**config.mk**
```make
export PLATFORM = sky130hd
export DESIGN_NAME = demux4_buf
export DESIGN_NICKNAME = d
export VERILOG_FILES = /design/src/rtl/demux4_buf.sv
export SDC_FILE = /design/constraint.sdc
export NUM_CORES = 1
export LEC_CHECK = 0
export CORE_MARGIN = 3
export CORE_UTILIZATION = 42
export DETAILED_ROUTE_END_ITERATION = 12
export GPL_TIMING_DRIVEN = 0
export PLACE_DENSITY = 0.78
export SETUP_SLACK_MARGIN = 0.2
export SLEW_MARGIN = 20
export SYNTH_ARGS = -nofsm -noshare
export SYNTH_HDL_FRONTEND = slang
export SYNTH_SLANG_ARGS = --single-unit
```
**constraint.sdc**
```tcl
create_clock -name clk -period 1.7 [get_ports clk]
set_clock_uncertainty 0.1 [all_clocks]
set_input_delay 0.51 -clock clk [delete_from_list [all_inputs] [get_ports clk]]
set_output_delay 0.51 -clock clk [all_outputs]
set_load 0.02 [all_outputs]
```
**src/rtl/demux4_buf.sv**
```systemverilog
// demux4_buf: registered 1-to-4 demultiplexer with a one-entry holding
// register and valid/ready handshake per output lane. A stalled consumer
// only blocks words addressed to its own lane; other lanes keep flowing.
module demux4_buf #(
  parameter int WIDTH = 8
) (
  input  logic               clk,
  input  logic               reset,
  input  logic [WIDTH-1:0]   in_data,
  input  logic [1:0]         in_sel,
  input  logic               in_valid,
  output logic               in_ready,
  output logic [4*WIDTH-1:0] out_data,
  output logic [3:0]         out_valid,
  input  logic [3:0]         out_ready,
  output logic               busy
);

  logic [WIDTH-1:0] r_laneData [4];
  logic [3:0]       r_laneValid;

  logic             w_laneFree;
  logic             w_accept;
  logic [3:0]       w_acceptVec;
  logic [3:0]       w_drainVec;

  // The addressed lane can take a word if it is empty or is being drained
  // on this same edge; the state of the other lanes never matters here.
  always_comb begin
    w_laneFree  = ~r_laneValid[in_sel] | out_ready[in_sel];
    in_ready    = ~reset & w_laneFree;
    w_accept    = in_valid & in_ready;
    w_acceptVec = w_accept ? (4'b0001 << in_sel) : 4'b0000;
    w_drainVec  = r_laneValid & out_ready;
  end

  // Per-lane holding registers: a write wins over a drain on the same
  // edge so a draining lane can be refilled without a bubble; a lane
  // that is neither written nor drained holds its word.
  always_ff @(posedge clk) begin
    if (reset) begin
      r_laneValid <= 4'b0000;
      for (int i = 0; i < 4; i++) begin
        r_laneData[i] <= '0;
      end
    end else begin
      for (int i = 0; i < 4; i++) begin
        if (w_acceptVec[i]) begin
          r_laneData[i]  <= in_data;
          r_laneValid[i] <= 1'b1;
        end else if (w_drainVec[i]) begin
          r_laneValid[i] <= 1'b0;
        end
      end
    end
  end

  // Flatten the lane registers onto the output bus and summarise occupancy.
  always_comb begin
    for (int i = 0; i < 4; i++) begin
      out_data[i*WIDTH +: WIDTH] = r_laneData[i];
    end
    out_valid = r_laneValid;
    busy      = |r_laneValid;
  end

endmodule

```
==> results of run 1 <==
==> Yosys cell counts, drive strengths merged <==
master,count
buf,2
or4,1
nand2b,8
nand4,1
nor4b,1
nor2,33
nand2,11
mux2i,1
and2b,1
a21oi,5
a311o,1
inv,1
nor2b,2
dfxtp,4
edfxtp,32
nand3,4
==> logic make-up (layout without fill, tap and decap cells) <==
group	count (synthesis)	in the layout	synth area share, %
simple gates	62	62	20.2
flops	36	36	75.6
compound gates	6	6	2.54
buf+inv	3	68	0.999
mux	1	1	0.727
==> layer usage <==
metal / GRT usage, % / share of wire, %
met1: 21.1 / 38
met2: 31.1 / 51
met3: 6.77 / 8.5
met4: 6.74 / 2.3
met5: 0 / 0
==> what timing repair did <==
action                                  CTS  global route
endpoints found under the setup margin  102            38
setup buffers                             2             2
pin swaps                                 3             1
resized for setup                       212            45
hold buffers                              0             0
==> flip-flops by register name (all words and copies together) (netlist names) <==
signal	count
r_laneData	32
out_valid	4
==> power breakdown <==
part	internal (mW)	switching, mW
sequential	1.00	0.0208
clock	0.159	0.266
combinational	0.137	0.153
==> layout by cell type (no fill, tap or decap) <==
cell type / n
dfxtp_4: 3
buf_4: 8
nor4b_4: 1
a21oi_1: 4
nand2b_1: 3
clkdlybuf4s50_1: 8
dlygate4sd2_1: 4
nand3_1: 4
nand2b_2: 1
edfxtp_1: 32
dfxtp_2: 1
clkdlybuf4s15_2: 1
a21oi_4: 1
or4_4: 1
clkbuf_1: 2
clkdlybuf4s15_1: 1
inv_1: 1
nor2b_4: 1
nand4_1: 1
nand2_1: 11
nor2b_1: 1
buf_6: 35
nand2b_4: 4
buf_2: 2
clkbuf_4: 5
mux2i_4: 1
nor2_1: 33
and2b_1: 1
clkinv_1: 1
a311o_1: 1
==> final cells by class <==
cell class / count / share of cell area, %
multi-input combinational: 69 / 18.7
clock inverter: 1 / 0.173
tap: 44 / 2.54
timing repair buffer: 57 / 27.3
clock buffer: 7 / 2.08
sequential: 36 / 48.6
buffer: 2 / 0.462
inverter: 1 / 0.173
==> critical path, cell delays in order (launching register included) <==
cell	delay (ns)
dfxtp_2	0.36
nor4b_4	0.13
a311o_1	0.32
a21oi_4	0.13
buf_6	0.13
==> through the flow <==
step           utilization [%]  setup TNS (ns)  hold WS, ns  total power [mW]  std cells
6_report                  69.8          -0.583        0.346              1.74        217
4_1_cts                   64.9          -0.592        0.340              1.70        215
5_1_grt                   69.8          -0.704        0.337              1.79        217
3_3_place_gp              64.1          -24.46        0.434              1.30        205
3_5_place_dp              64.1          -29.82        0.455              1.30        205
2_1_floorplan                -         -0.0468        0.459              1.16        108
==> path summary, 6_finish.rpt <==
kind	endpoint	slack, ns	cells past startpoint
worst max-delay path	in_ready	-0.31	4
worst min-delay path	out_valid[1]$_SDFFE_PP0P_	0.35	2
worst max register to register	r_laneData[2][4]$_SDFFCE_PN0P_	0.32	5
worst min register to register	out_valid[0]$_SDFFE_PP0P_	0.48	2
==> flow_summary.json, run 1 <==
{
  "numPortBuffers": 53,
  "grt_pass1_wl_um": 5490,
  "ctsRootBufferMaster": "clkbuf_4",
  "maxClockFrequency_mhz": 498,
  "syn_area_per_cell_um2": 12.8,
  "vdd_ir_drop_max_mv": 0.418,
  "cts_made_buffers": 5,
  "finalCritPeriodShare_pct": 118,
  "synth_cells": 108,
  "drt-pass1-iter-count": 4,
  "area_growth_pct": 57.3,
  "ioPinCount": 55,
  "tritoncts_num_sinks": 36,
  "start_util_pct": 44.4,
  "period_minus_slack_ns": 2.01,
  "grt_antenna_before_repair": 0,
  "post_dp_area_mm2": 0.00199,
  "floorplan.die_area_mm2": 0.00400,
  "yosys.cell_types.count": 16,
  "holdCritPathClass": "input pin to flip-flop",
  "slew_headroom_pct": 73.9,
  "holdCritStartpoint": "reset",
  "final_nets": 189,
  "stdcell_area_mm2": 0.00217,
  "routed_wl_um": 3530,
  "fp-row-count": 20,
  "drt_iter0_drc": 40,
  "routed-via-count": 1121,
  "cell_taking_the_most_area_after_synthesis": "edfxtp_1",
  "violations": "setup timing",
  "final_hold_violating_endpoints": 0,
  "clock_latency_late_sink_ns": 0.34,
  "dp_hpwl_um": 2460,
  "tritoncts_clock_tree": "done",
  "synth.cell_area_mm2": 0.00138,
  "critPathCaptureType": "primary output",
  "startpoint": "out_valid[0]$_SDFFE_PP0P_",
  "clkSlewWorstSetupHoldPaths_ns": 0.11,
  "synth_fp_nets": 125,
  "criticalPathCategory": "flip-flop to primary output",
  "h_tree_depth": 2,
  "multiInputGateArea_um2": 405,
  "clk_path_buf_depth": 2,
  "ys_warn_count": 0,
  "viasPerCell": 5.17,
  "synth_largest_type_area_fraction_pct": 69.8,
  "fillers": 236,
  "r2r-start": "out_valid[2]$_SDFFE_PP0P_",
  "detailedPlace.worstSlack_ns": -1.34,
  "timing.critical_path.fanout_max": 4,
  "timing.max_cap.violations": 0,
  "timing.final.ws_setup_ns": -0.308,
  "detail_route.drc_violations": 0,
  "power_density_mw_per_mm2": 801,
  "grt_max_degree": 11,
  "die_w_um": 63.3,
  "ys_ff_latch": 36,
  "grt_overflow_total": 0,
  "final_layout_size_suffix_gt1_share_pct": 37.6,
  "post_drt_antenna_nets": 0,
  "place_congestion": 0.891,
  "seq_area_mm2": 0.00105,
  "p_leak_nw": 0.887,
  "dieHeight_um": 63.3,
  "critPathLaunchType": "flip-flop",
  "ys_top_cells_by_area": "edfxtp_1 70%, nor2_1 9.0%, dfxtp_1 5.8%",
  "yosysSeqAreaShare_pct": 75.6,
  "cp.arrival_ns": 1.40,
  "first_global_vias": 1156,
  "drt-wirelength-per-cell_um": 16.3,
  "antenna_cells": 0,
  "worst_max_slew_pin_slew_ns": 0.391,
  "timing.final.setup_violations": 2,
  "placeableCoreArea_mm2": 0.00310,
  "slew_viol_final": 0,
  "required_ns": 1.09,
  "outcome": "finished with violations",
  "rsz0062_at_grt": "true",
  "grt_use_total_pct": 18.3
}
No activity file was read; power rests on OpenSTA's default activity.
==> run 2, diff against run 1 <==
--- a/config.mk
+++ b/config.mk
@@ -5,6 +5,7 @@
 export SDC_FILE = /design/constraint.sdc
 export NUM_CORES = 1
 export LEC_CHECK = 0
+export CAP_MARGIN = 30
 export CORE_MARGIN = 3
 export CORE_UTILIZATION = 42
 export DETAILED_ROUTE_END_ITERATION = 12
==> results of run 2 <==
No change in the layout: final DEF, timing and power equal those of run 1.
==> run 3, diff against run 2 <==
--- a/config.mk
+++ b/config.mk
@@ -5,9 +5,10 @@
 export SDC_FILE = /design/constraint.sdc
 export NUM_CORES = 1
 export LEC_CHECK = 0
+export ABC_AREA = 1
 export CAP_MARGIN = 30
 export CORE_MARGIN = 3
-export CORE_UTILIZATION = 42
+export CORE_UTILIZATION = 43
 export DETAILED_ROUTE_END_ITERATION = 12
 export GPL_TIMING_DRIVEN = 0
 export PLACE_DENSITY = 0.78
==> run 3 against run 2 <==
  * The flow still finishes with violations (setup timing)
  * Area after synthesis grew 7.1%
  * Combinational power grew 22%
  * Cell count grew 12%
  * Utilization grew 15 points
  * First-iteration DRC count grew 20%
  * Clock-buffer cell count shrank 2
  * Critical path depth shrank 2
  * Non-clock buffer count grew 10
  * Cell area grew 24%
  * Clock power grew 43%
  * Largest cell class unchanged
  * Largest power group unchanged
==> flow_summary.json, run 3 <==
{
  "outcome": "finished with violations",
  "violations": "setup timing",
  "cts_made_buffers": 5,
  "dp_hpwl_um": 2570,
  "detail_route.drc_violations": 0,
  "ioPinCount": 55,
  "grt_max_degree": 13,
  "slew_viol_final": 0,
  "final_nets": 216,
  "finalCritPeriodShare_pct": 116,
  "criticalPathCategory": "flip-flop to primary output",
  "fillers": 162,
  "post_drt_antenna_nets": 0,
  "most_numerous_cell_in_the_yosys_netlist": "nor2_1",
  "routed-wl-met2_um": 2430,
  "synth_top_cells_by_count": "34 x nor2_1, 32 x edfxtp_1, 21 x nand2_1",
  "cts_hold_buffers": 0,
  "yosysSeqAreaShare_pct": 70.6,
  "reg_with_most_ffs": "r_laneData",
  "critPathCaptureType": "primary output",
  "die_w_um": 64.6,
  "tritoncts_clock_tree": "done",
  "post_dp_area_mm2": 0.00212,
  "period_minus_slack_ns": 1.98,
  "timing.critical_path.slowest_cell_delay_ns": 0.53,
  "ys_warn_count": 0,
  "hold_worst_slack_ns": 0.417,
  "grt_use_total_pct": 18.8,
  "final_layout_size_suffix_gt1_share_pct": 60.5,
  "numPortBuffers": 53,
  "slew_headroom_pct": 73.1,
  "timing.final.setup_violations": 2,
  "synthArstFlopShare_pct": 0,
  "required_ns": 1.09,
  "drt-wirelength-per-cell_um": 17.8,
  "dieHeight_um": 64.6,
  "ys_top_cells_by_area": "edfxtp_1 65%, nor2_1 8.7%, nand4_4 5.8%",
  "setup_slack_of_the_worst_register_to_register_path_ns": 0.09,
  "mostFrequentLayoutCell": "buf_6",
  "placeableCoreArea_mm2": 0.00315,
  "routed_wl_um": 4340,
  "design_power_total_mw": 1.97,
  "grt_overflow_total": 0,
  "cell_type_of_the_slowest_stage_on_the_worst_timing_path": "or4_4",
  "timing.max_cap.violations": 0,
  "syn_area_per_cell_um2": 11.9,
  "p_leak_nw": 1.09,
  "clk_path_buf_depth": 2,
  "worst_max_slew_pin_slew_ns": 0.404,
  "power_density_mw_per_mm2": 734,
  "h_tree_depth": 2,
  "tritoncts_num_sinks": 36,
  "cell_taking_the_most_area_after_synthesis": "edfxtp_1",
  "rsz0062_at_grt": "true",
  "drt_iter0_drc": 48,
  "dominantRegCellSynth": "edfxtp_1",
  "fp-row-count": 20,
  "antenna_cells": 0,
  "final_hold_violating_endpoints": 0,
  "synth.cell_area_mm2": 0.00148,
  "viasPerCell": 4.86,
  "routed-via-count": 1186,
  "area_growth_pct": 82.4,
  "drt-pass1-iter-count": 4,
  "dr.max_layer_used": "met4",
  "first_global_vias": 1212,
  "timing.final.ws_setup_ns": -0.279,
  "route.met3.wl_um": 287,
  "yosys.cell_types.count": 13,
  "cp.arrival_ns": 1.37,
  "maxClockFrequency_mhz": 505,
  "synth_fp_nets": 141,
  "ctsRootBufferMaster": "clkbuf_4",
  "timing.critical_path.fanout_max": 4,
  "largest_register_ff_count": 32,
  "mostFrequentLayoutCells": "48 x buf_6, 32 x edfxtp_1, 26 x nor2_4",
  "floorplan.die_area_mm2": 0.00417,
  "synth_largest_type_area_fraction_pct": 65.1,
  "vdd_ir_drop_max_mv": 0.608,
  "holdCritPathClass": "flip-flop to flip-flop",
  "ys_ff_latch": 36,
  "synth-edff-count": 32,
  "worstPathCellList": "or4_4 > buf_6",
  "start_util_pct": 46.8,
  "routedLengthMet1_um": 1540,
  "grt_antenna_before_repair": 0,
  "stdcell_area_mm2": 0.00269,
  "clock_latency_late_sink_ns": 0.35,
  "place_congestion": 0.863,
  "grt_pass1_wl_um": 5780,
  "clkSlewWorstSetupHoldPaths_ns": 0.11,
  "synth_cells": 124,
  "critPathLaunchType": "flip-flop"
}
-- run 3: cell types whose count changed in the layout (fill, tap and decap cells not counted), moves of 5 or more --
| cell | before | now |
|---|---|---|
| nor2_1 | 33 | 6 |
| buf_4 | 8 | 2 |
| nand2_2 | 0 | 5 |
| nor2_4 | 0 | 26 |
| buf_6 | 35 | 48 |
| inv_1 | 1 | 13 |
-- run 3: critical path, delay by kind of cell (launching register included) --
family / cells / cell delay (ns)
and+or+nand+nor: 1 / 0.53
buffers and inverters: 1 / 0.15
DFF: 1 / 0.35
-- run 3: metrics by stage --
stage / setup TNS [ns] / utilization (%) / std cells / worst slack (ns)
3_5_place_dp: -46.29 / 67.1 / 221 / -1.12
6_report: -0.447 / 85.3 / 244 / -0.279
3_3_place_gp: -44.09 / 67.1 / 221 / -1.11
5_1_grt: -0.543 / 85.3 / 244 / -0.317
2_1_floorplan: -1.32 / - / 124 / -0.0566
4_1_cts: -0.477 / 71.9 / 240 / -0.285
-- run 3: worst paths after layout --
path                                  start  depth (start not counted)                             end
hold / removal    out_valid[3]$_SDFFE_PP0P_                          2       out_valid[3]$_SDFFE_PP0P_
setup / recovery  out_valid[3]$_SDFFE_PP0P_                          2                            busy
setup reg to reg  out_valid[0]$_SDFFE_PP0P_                          8  r_laneData[0][7]$_SDFFCE_PN0P_
hold reg to reg   out_valid[3]$_SDFFE_PP0P_                          2       out_valid[3]$_SDFFE_PP0P_
-- run 3: final cells by class --
class | instances | area, um2 | area share [%]
Buffer | 1 | 20.0 | 0.744
Clock buffer | 5 | 37.5 | 1.40
Clock inverter | 3 | 42.5 | 1.58
Inverter | 16 | 62.6 | 2.33
Multi-Input combinational cell | 71 | 661 | 24.6
Sequential cell | 36 | 1050 | 39.2
Tap cell | 44 | 55.1 | 2.05
Timing Repair Buffer | 68 | 758 | 28.2
-- run 3: logic make-up (layout without fill, tap and decap cells) --
group / after synthesis / count (layout) / synth area share (%)
buf+inv: 17 / 93 / 4.83
simple gates: 66 / 66 / 22.9
flops: 36 / 36 / 70.6
compound gates: 5 / 5 / 1.70
-- run 3: routing by layer --
metal	vias to the layer above	track usage, %
li1	561	-
met1	559	19.6
met2	58	33.6
met3	8	7.28
met4	0	7.65
met5	-	0
-- run 3: power by group --
part	total, mW	internal [mW]	switching, mW
sequential	1.01	0.995	0.0200
clock	0.606	0.306	0.300
combinational	0.354	0.156	0.198
-- run 3: timing repair --
item / 4_1_cts / 5_1_grt
setup endpoints to repair: 106 / 103
cloned: 0 / 0
buffers inserted: 11 / 4
resized for setup: 204 / 121
pin swaps: 12 / 12
